$ cat src/rtl/clkdiv_gate_ctrl.sv
// Programmable integer clock divider with glitch-free run gating.
// Every output is driven by a flop, and ratio changes take effect only at a period boundary.
//   state | meaning
//   IDLE  | Z held low, CNT held at 0, ratio writes go straight to the active ratio
//   RUN   | producing full N-cycle periods; ratio writes are parked as pending
module clkdiv_gate_ctrl #(
  parameter int W           = 8,
  parameter int DEFAULT_DIV = 2
) (
  input  logic         CLK,
  input  logic         RN,
  input  logic         EN,
  input  logic [W-1:0] DIV,
  input  logic         CFG_VALID,
  output logic         CFG_READY,
  output logic         Z,
  output logic         TICK,
  output logic         ACTIVE
);

  typedef enum logic {IDLE = 1'b0, RUN = 1'b1} state_t;

  state_t       state_q, state_d;
  logic [W-1:0] cnt_q, cnt_d;
  logic [W-1:0] ratio_q, ratio_d;
  logic [W-1:0] pend_q, pend_d;
  logic         pend_vld_q, pend_vld_d;
  logic         ready_q, ready_d;
  logic         z_q, z_d;
  logic         tick_q, tick_d;
  logic         active_q, active_d;

  logic         accept;
  logic [W-1:0] div_clamped;
  logic [W-1:0] cnt_inc;
  logic [W-1:0] half;
  logic         at_last;

  assign accept      = CFG_VALID & ready_q;
  assign div_clamped = (DIV < W'(2)) ? W'(2) : DIV;
  assign cnt_inc     = cnt_q + W'(1);
  assign half        = ratio_q >> 1;
  assign at_last     = (cnt_q == (ratio_q - W'(1)));

  always_ff @(posedge CLK or negedge RN) begin
    if (!RN) begin
      state_q    <= IDLE;
      cnt_q      <= '0;
      ratio_q    <= W'(DEFAULT_DIV);
      pend_q     <= '0;
      pend_vld_q <= 1'b0;
      ready_q    <= 1'b1;
      z_q        <= 1'b0;
      tick_q     <= 1'b0;
      active_q   <= 1'b0;
    end else begin
      state_q    <= state_d;
      cnt_q      <= cnt_d;
      ratio_q    <= ratio_d;
      pend_q     <= pend_d;
      pend_vld_q <= pend_vld_d;
      ready_q    <= ready_d;
      z_q        <= z_d;
      tick_q     <= tick_d;
      active_q   <= active_d;
    end
  end

  always_comb begin
    state_d    = state_q;
    cnt_d      = cnt_q;
    ratio_d    = ratio_q;
    pend_d     = pend_q;
    pend_vld_d = pend_vld_q;
    ready_d    = ready_q;
    z_d        = z_q;
    tick_d     = 1'b0;

    case (state_q)
      IDLE: begin
        cnt_d = '0;
        z_d   = 1'b0;
        if (accept) ratio_d = div_clamped;
        if (EN) begin
          state_d = RUN;
          z_d     = 1'b1;
          tick_d  = 1'b1;
        end
      end
      RUN: begin
        if (!at_last) begin
          cnt_d = cnt_inc;
          z_d   = (cnt_inc < half);
          if (accept) begin
            pend_d     = div_clamped;
            pend_vld_d = 1'b1;
            ready_d    = 1'b0;
          end
        end else if (EN) begin
          cnt_d  = '0;
          z_d    = 1'b1;
          tick_d = 1'b1;
          if (pend_vld_q) begin
            ratio_d    = pend_q;
            pend_vld_d = 1'b0;
            ready_d    = 1'b1;
          end
          // ready_q and pend_vld_q are mutually exclusive, so this never collides with the apply above
          if (accept) begin
            pend_d     = div_clamped;
            pend_vld_d = 1'b1;
            ready_d    = 1'b0;
          end
        end else begin
          state_d = IDLE;
          cnt_d   = '0;
          z_d     = 1'b0;
          if (pend_vld_q) begin
            ratio_d    = pend_q;
            pend_vld_d = 1'b0;
            ready_d    = 1'b1;
          end
          if (accept) ratio_d = div_clamped;
        end
      end
      default: begin
        state_d = IDLE;
        cnt_d   = '0;
        z_d     = 1'b0;
      end
    endcase

    active_d = (state_d == RUN);
  end

  assign CFG_READY = ready_q;
  assign Z         = z_q;
  assign TICK      = tick_q;
  assign ACTIVE    = active_q;

endmodule

$ cat config.mk
export PLATFORM = sky130hd
export DESIGN_NAME = clkdiv_gate_ctrl
export DESIGN_NICKNAME = d
export VERILOG_FILES = /design/src/rtl/clkdiv_gate_ctrl.sv
export SDC_FILE = /design/constraint.sdc
export NUM_CORES = 1
export LEC_CHECK = 0
export ABC_AREA = 1
export BUFFER_PORTS_ARGS = -buffer_cell sky130_fd_sc_hd__buf_2
export CAP_MARGIN = 20
export CELL_PAD_IN_SITES_DETAIL_PLACEMENT = 0
export CELL_PAD_IN_SITES_GLOBAL_PLACEMENT = 1
export CORE_MARGIN = 2
export CORE_UTILIZATION = 46
export CTS_CLUSTER_DIAMETER = 120
export DETAILED_ROUTE_END_ITERATION = 8
export PLACE_DENSITY = 0.88
export SLEW_MARGIN = 20
export SYNTH_ARGS = -nofsm -noshare
export SYNTH_HDL_FRONTEND = slang
export SYNTH_SLANG_ARGS = --single-unit
$ cat constraint.sdc
create_clock -name CLK -period 4.9 [get_ports CLK]
set_clock_uncertainty 0.1 [all_clocks]
set_input_delay 0.735 -clock CLK [delete_from_list [all_inputs] [get_ports CLK]]
set_output_delay 0.735 -clock CLK [all_outputs]
set_load 0.005 [all_outputs]
Word level (Yosys, flattened, before mapping)
Cells that the tools add are included.
{ "classes": {"n_eq_ne": 4, "mux": 28, "order_cmp": 2, "n_reduce_logical": 4, "n_shift": 0, "add_sub_neg": 2, "n_mul": 0, "n_div": 0, "n_bitwise": 2} }
{ "ops": {"columns": ["cell", "count"], "rows": [
  ["$mux 8", 10],
  ["$pmux 8 s2", 2],
  ["$mux 1", 13],
  ["$add 8x1->8 const B", 1],
  ["$eq 8x8->1", 1],
  ["$lt 8x2->1 const B", 1],
  ["$lt 8x7->1", 1],
  ["$sub 8x1->8 const B", 1],
  ["$pmux 1 s2", 3],
  ["$reduce_and 2->1", 3],
  ["$ne 2x2->1 const B", 2],
  ["$ne 2x1->1 const B", 1],
  ["$reduce_bool 2->1", 1],
  ["$and 1x1->1", 1],
  ["$not 1->1", 1]
]} }
{ "word_totals": {"elab_cells": 50, "mem_bits_rw": 0, "in_bits": 12, "mem_count": 0, "output_inout_bits": 4, "latch_bits": 0, "register_bits": 29, "mem_bits_ro": 0} }

Longest topological paths before layout
{ "logic_depth": {"depth_word": 6, "mapped_depth": 15, "mapped_depth_nobuf": 14} }

Worst setup path after synthesis
Ideal clock, no wire load.
{ "synth_path": {"path_type": "register -> register", "start": "register ratio_q[1]", "end": "register ratio_q[4]", "arrival_ns": 1.815, "t_required_ns": 4.734, "path_slack_ns": 2.920, "setup_time_ns": 0.066, "synth_period_minus_slack_ns": 1.980, "path_buffers": 1, "path_stages_with_launch": 16, "path_cell_list": "dfstp_2 > inv_1 > ha_1 > inv_1 > nand2_1 > nand2_1 > nor2_1 > nand2_1 > nor2_1 > nand2_1 > nor2_4 > nand2_2 > nand2_4 > buf_6 > nand3_2 > nand2_1"} }
{ "synth_between": {"elab_chain_len": 4} }
{ "synth_lines": {"columns": ["element", "line", "rtl"], "rows": [
  ["from (decl)", "25", "logic [W-1:0] ratio_q, ratio_d;"],
  ["from (signal assigned)", "49", "ratio_q <= W'(DEFAULT_DIV);"],
  ["from (signal assigned)", "59", "ratio_q <= ratio_d;"],
  ["$sub 8x1->8", "43", "assign at_last = (cnt_q == (ratio_q - W'(1)));"],
  ["$eq 8x8->1", "43", null],
  ["$ne 2x1->1 (no source line)", null, null],
  ["$reduce_and 2->1 (no source line)", null, null]
]} }
Every way passes these cells.
A chain may end at the register's enable or synchronous reset.

Worst setup path after layout
{ "layout_path": {"start": "register ratio_q[1]", "end": "register pend_q[7]"} }
{ "layout_between": {"elab_chain_len": 4, "word_cells_on_any_way": 5, "classes_between": "add/sub: 1; eq/ne: 2; mux: 1; reduce/logical: 1"} }
{ "layout_lines": {"columns": ["element", "line", "rtl"], "rows": [
  ["$sub 8x1->8 (*)", "43", null],
  ["$eq 8x8->1 (*)", "43", null],
  ["$ne 2x2->1 (no source line)", null, null],
  ["$reduce_and 2->1 (no source line)", null, null],
  ["to (signal assigned)", "60", "pend_q <= pend_d;"],
  ["to (decl)", "26", "logic [W-1:0] pend_q, pend_d;"]
]} }
Every way passes the cells marked *; elsewhere a longest branch is shown, timed or not.

==> results.md <==
- Final cell count without fillers: between 300 and 400
- Mapped Area: approximately 2000 µm²
- Worst slack at placement: 2.662 ns
- Global placer's final weighted congestion: 0.7716
- Placed inst area: between 2000 and 2500 µm²
- Antenna cells: 0
- Startpoint types: flip-flop
- First-pass GRT wire length: just over 8000 µm
- Yosys warning count: 0
- Post-detail-place hpwl: 3538 µm
- Setup bufs post-CTS: 0
- Worst VDD drop: 0.0001202 V
- Final WL: 4528 µm
- DP Cell Count: 351
- Critical Path RT: 5.02 ns
- Final hold viol count: 0
- Drt wl/cell: 12.61 µm
- Total power: between 0.4 and 0.5 mW
- Multi-input logic area: 1079 µm²
- Final Slew Violations: 0
- Area contributors post-synth: dfrtp_1, nand2_1, nand3_1, inv_1, nor2_1
- CTS Buffer Depth: 2
- Die Wd: 69.74 µm
- Clock sinks: 29
- CTS tree: done
- DRC: 0
- CTS-repair resized insts: 0
- Crit path cell chain: inv_1, ha_1, nand2_2, nor2_1, nand2_1, nand2_1, nor2_1, nand2_1, nor2_4, nand3_2, nand2_4, nand2_1, nand2_1
- Hold_ws: approximately 0.37 ns
- DR vias/cell: 5.039
- Initial antenna violation count: 0
- Outcome: finished, final reports clean
- CP max-delay cell: dfstp_2
- CTS clk-pin slew, worst paths: 0.06 ns
- RSZ-0062 raised after global routing: no
- Top cell type by total area after synthesis: dfrtp_1
- H-tree depth: 2
- Power Density: 204.6 nW/µm²
- Worst relative slew slack: 51.92%
- Leakage: 1.276 nW
- Setup violators final: 0
- # nets final: 328
- Final period util: 45.54%
- Port buffer count: 15
- Worst min path class: reg -> reg
- Worst Tran Pin Value: between 0.7 and 0.8 ns
- Final design utilization: between 50% and 60%
- Highest clock rate: 0.4481 GHz
- Yosys cell types: 25
- Max incr delay on CP: 0.55 ns
- DRT Pass-1 Iters: 4
- Share of post-route cells with drive strength above 1: a little over a tenth
- Root Buffer: clkbuf_8
- IO Count: 16
- Core box area: 4086 µm²
- FF+latch count, synth: 29
- Row count: 23
- Top Family by Delay on Critical Path: simple AND/OR/NAND/NOR gates
- Mapped Cells: 289
- Area share of the largest cell type after synthesis: 33.98%
- Minimum clock period: 2.232 ns
- Setup WS post-layout: 2.668 ns
- Crit. Startpoint: ratio_q[1]$_DFFE_PN1P_
- Crit path top cell by count: nand2_1
- Vias: 1809
- Die H: 69.74 µm
- # fillers: 434
- Fin Setup TNS: 0 ns
- Min-delay src: pend_q[2]$_DFFE_PN0P_
- Cts hold-fix bufs: 0
- Register Area: 728.2 µm²
- Commonest non-fill, non-tap cells in the layout: nand2_1, inv_1, nand3_1
- Critical path data arrival time: about 2.4 ns
- Reg-to-Reg Start: ratio_q[1]$_DFFE_PN1P_
- Largest net degree at the start of global routing: 30
- Commonest non-fill, non-tap cell in the layout: nand2_1
- Worst-Skew Late Latency: between 0.2 and 0.3 ns
- GRT Total Usage: 21.54%
- Synthesized Nets: 309
- Design area: 2187 µm²
- Area grow syn2layout: 10.01%
- Worst Setup Path Type: reg -> reg
- Vias in the first global route: between 1500 and 2000
- Area of the die: 4864 µm²
- Final ANT Viol Nets: 0
- Buf/Inv on CP: 1
- Syn Area/Cell: 6.879 µm²
- Max_cap viols: 0
- Crit end category: flip-flop
- Initial drt markers: roughly 100
- Worst-path fanout max: 9
- Sequential area share after synthesis: ~37%
- Total gr overflow: 0
- Initial core utilization: about half
- TritonCTS Buffers: 5
[registers in the layout, indices dropped and copies added (netlist names)]
name,count
CFG_READY,1
pend_q,8
Z,1
cnt_q,8
ratio_q,8
TICK,1
ACTIVE,1
pend_vld_q,1
[final timing paths]
path                                    endpoint  slack (ns)  cells after the start
setup reg to reg           pend_q[7]$_DFFE_PN0P_        2.67                     13
min in group asynchronous  pend_q[0]$_DFFE_PN0P_        0.39                      1
hold reg to reg            pend_q[2]$_DFFE_PN0P_        0.37                      2
hold / removal             pend_q[2]$_DFFE_PN0P_        0.37                      2
setup / recovery           pend_q[7]$_DFFE_PN0P_        2.67                     13
max in group asynchronous     cnt_q[1]$_DFF_PN0_        3.87                      1
[cells by family after synthesis]
| logic type | share of synthesized area [%] |
|---|---|
| xor+xnor | 4.846 |
| compound gates | 7.364 |
| fa+ha+maj | 5.035 |
| buf+inv | 9.125 |
| flops | 36.63 |
| simple gates | 37.00 |
[power breakdown]
part	switching (mW)	total, mW	internal, mW
Combinational	0.00948	0.0135	0.00398
Clock	0.0950	0.195	0.0995
Sequential	0	0.239	0.239
Total	0.104	0.447	0.343
[cell usage after synthesis, drive strengths merged]
| cell | number |
|---|---|
| a21oi | 5 |
| buf | 1 |
| clkbuf | 2 |
| dfrtp | 27 |
| dfstp | 2 |
| ha | 8 |
| inv | 43 |
| nand2 | 95 |
| nand3 | 38 |
| nand3b | 2 |
| nand4 | 3 |
| nor2 | 30 |
| nor3 | 1 |
| o211ai | 5 |
| o21a | 1 |
| o21ai | 14 |
| o22ai | 1 |
| xnor2 | 2 |
| xor2 | 9 |
[area by class of cell]
| type | instances | share of cell area, % |
|---|---|---|
| Timing Repair Buffer | 15 | 3.432 |
| Tap cell | 50 | 2.860 |
| Sequential cell | 29 | 33.30 |
| Clock buffer | 7 | 3.490 |
| Inverter | 43 | 7.380 |
| Clock inverter | 1 | 0.2288 |
| Multi-Input combinational cell | 214 | 49.31 |
[tightest hold or removal path, delay by kind of cell, from the launching register on]
kind,cells,cell delay [ns]
flops,1,0.34
simple gates,2,0.09
[per-layer routing]
layer | share of wire [%] | vias to the layer above | GRT usage [%]
met4 | 1.7 | 0 | 7.692
li1 | - | 956 | -
met3 | 2.7 | 6 | 4.360
met5 | 0 | - | 0
met2 | 47 | 22 | 33.65
met1 | 49 | 825 | 29.65
(Power assumes the default switching activity.)
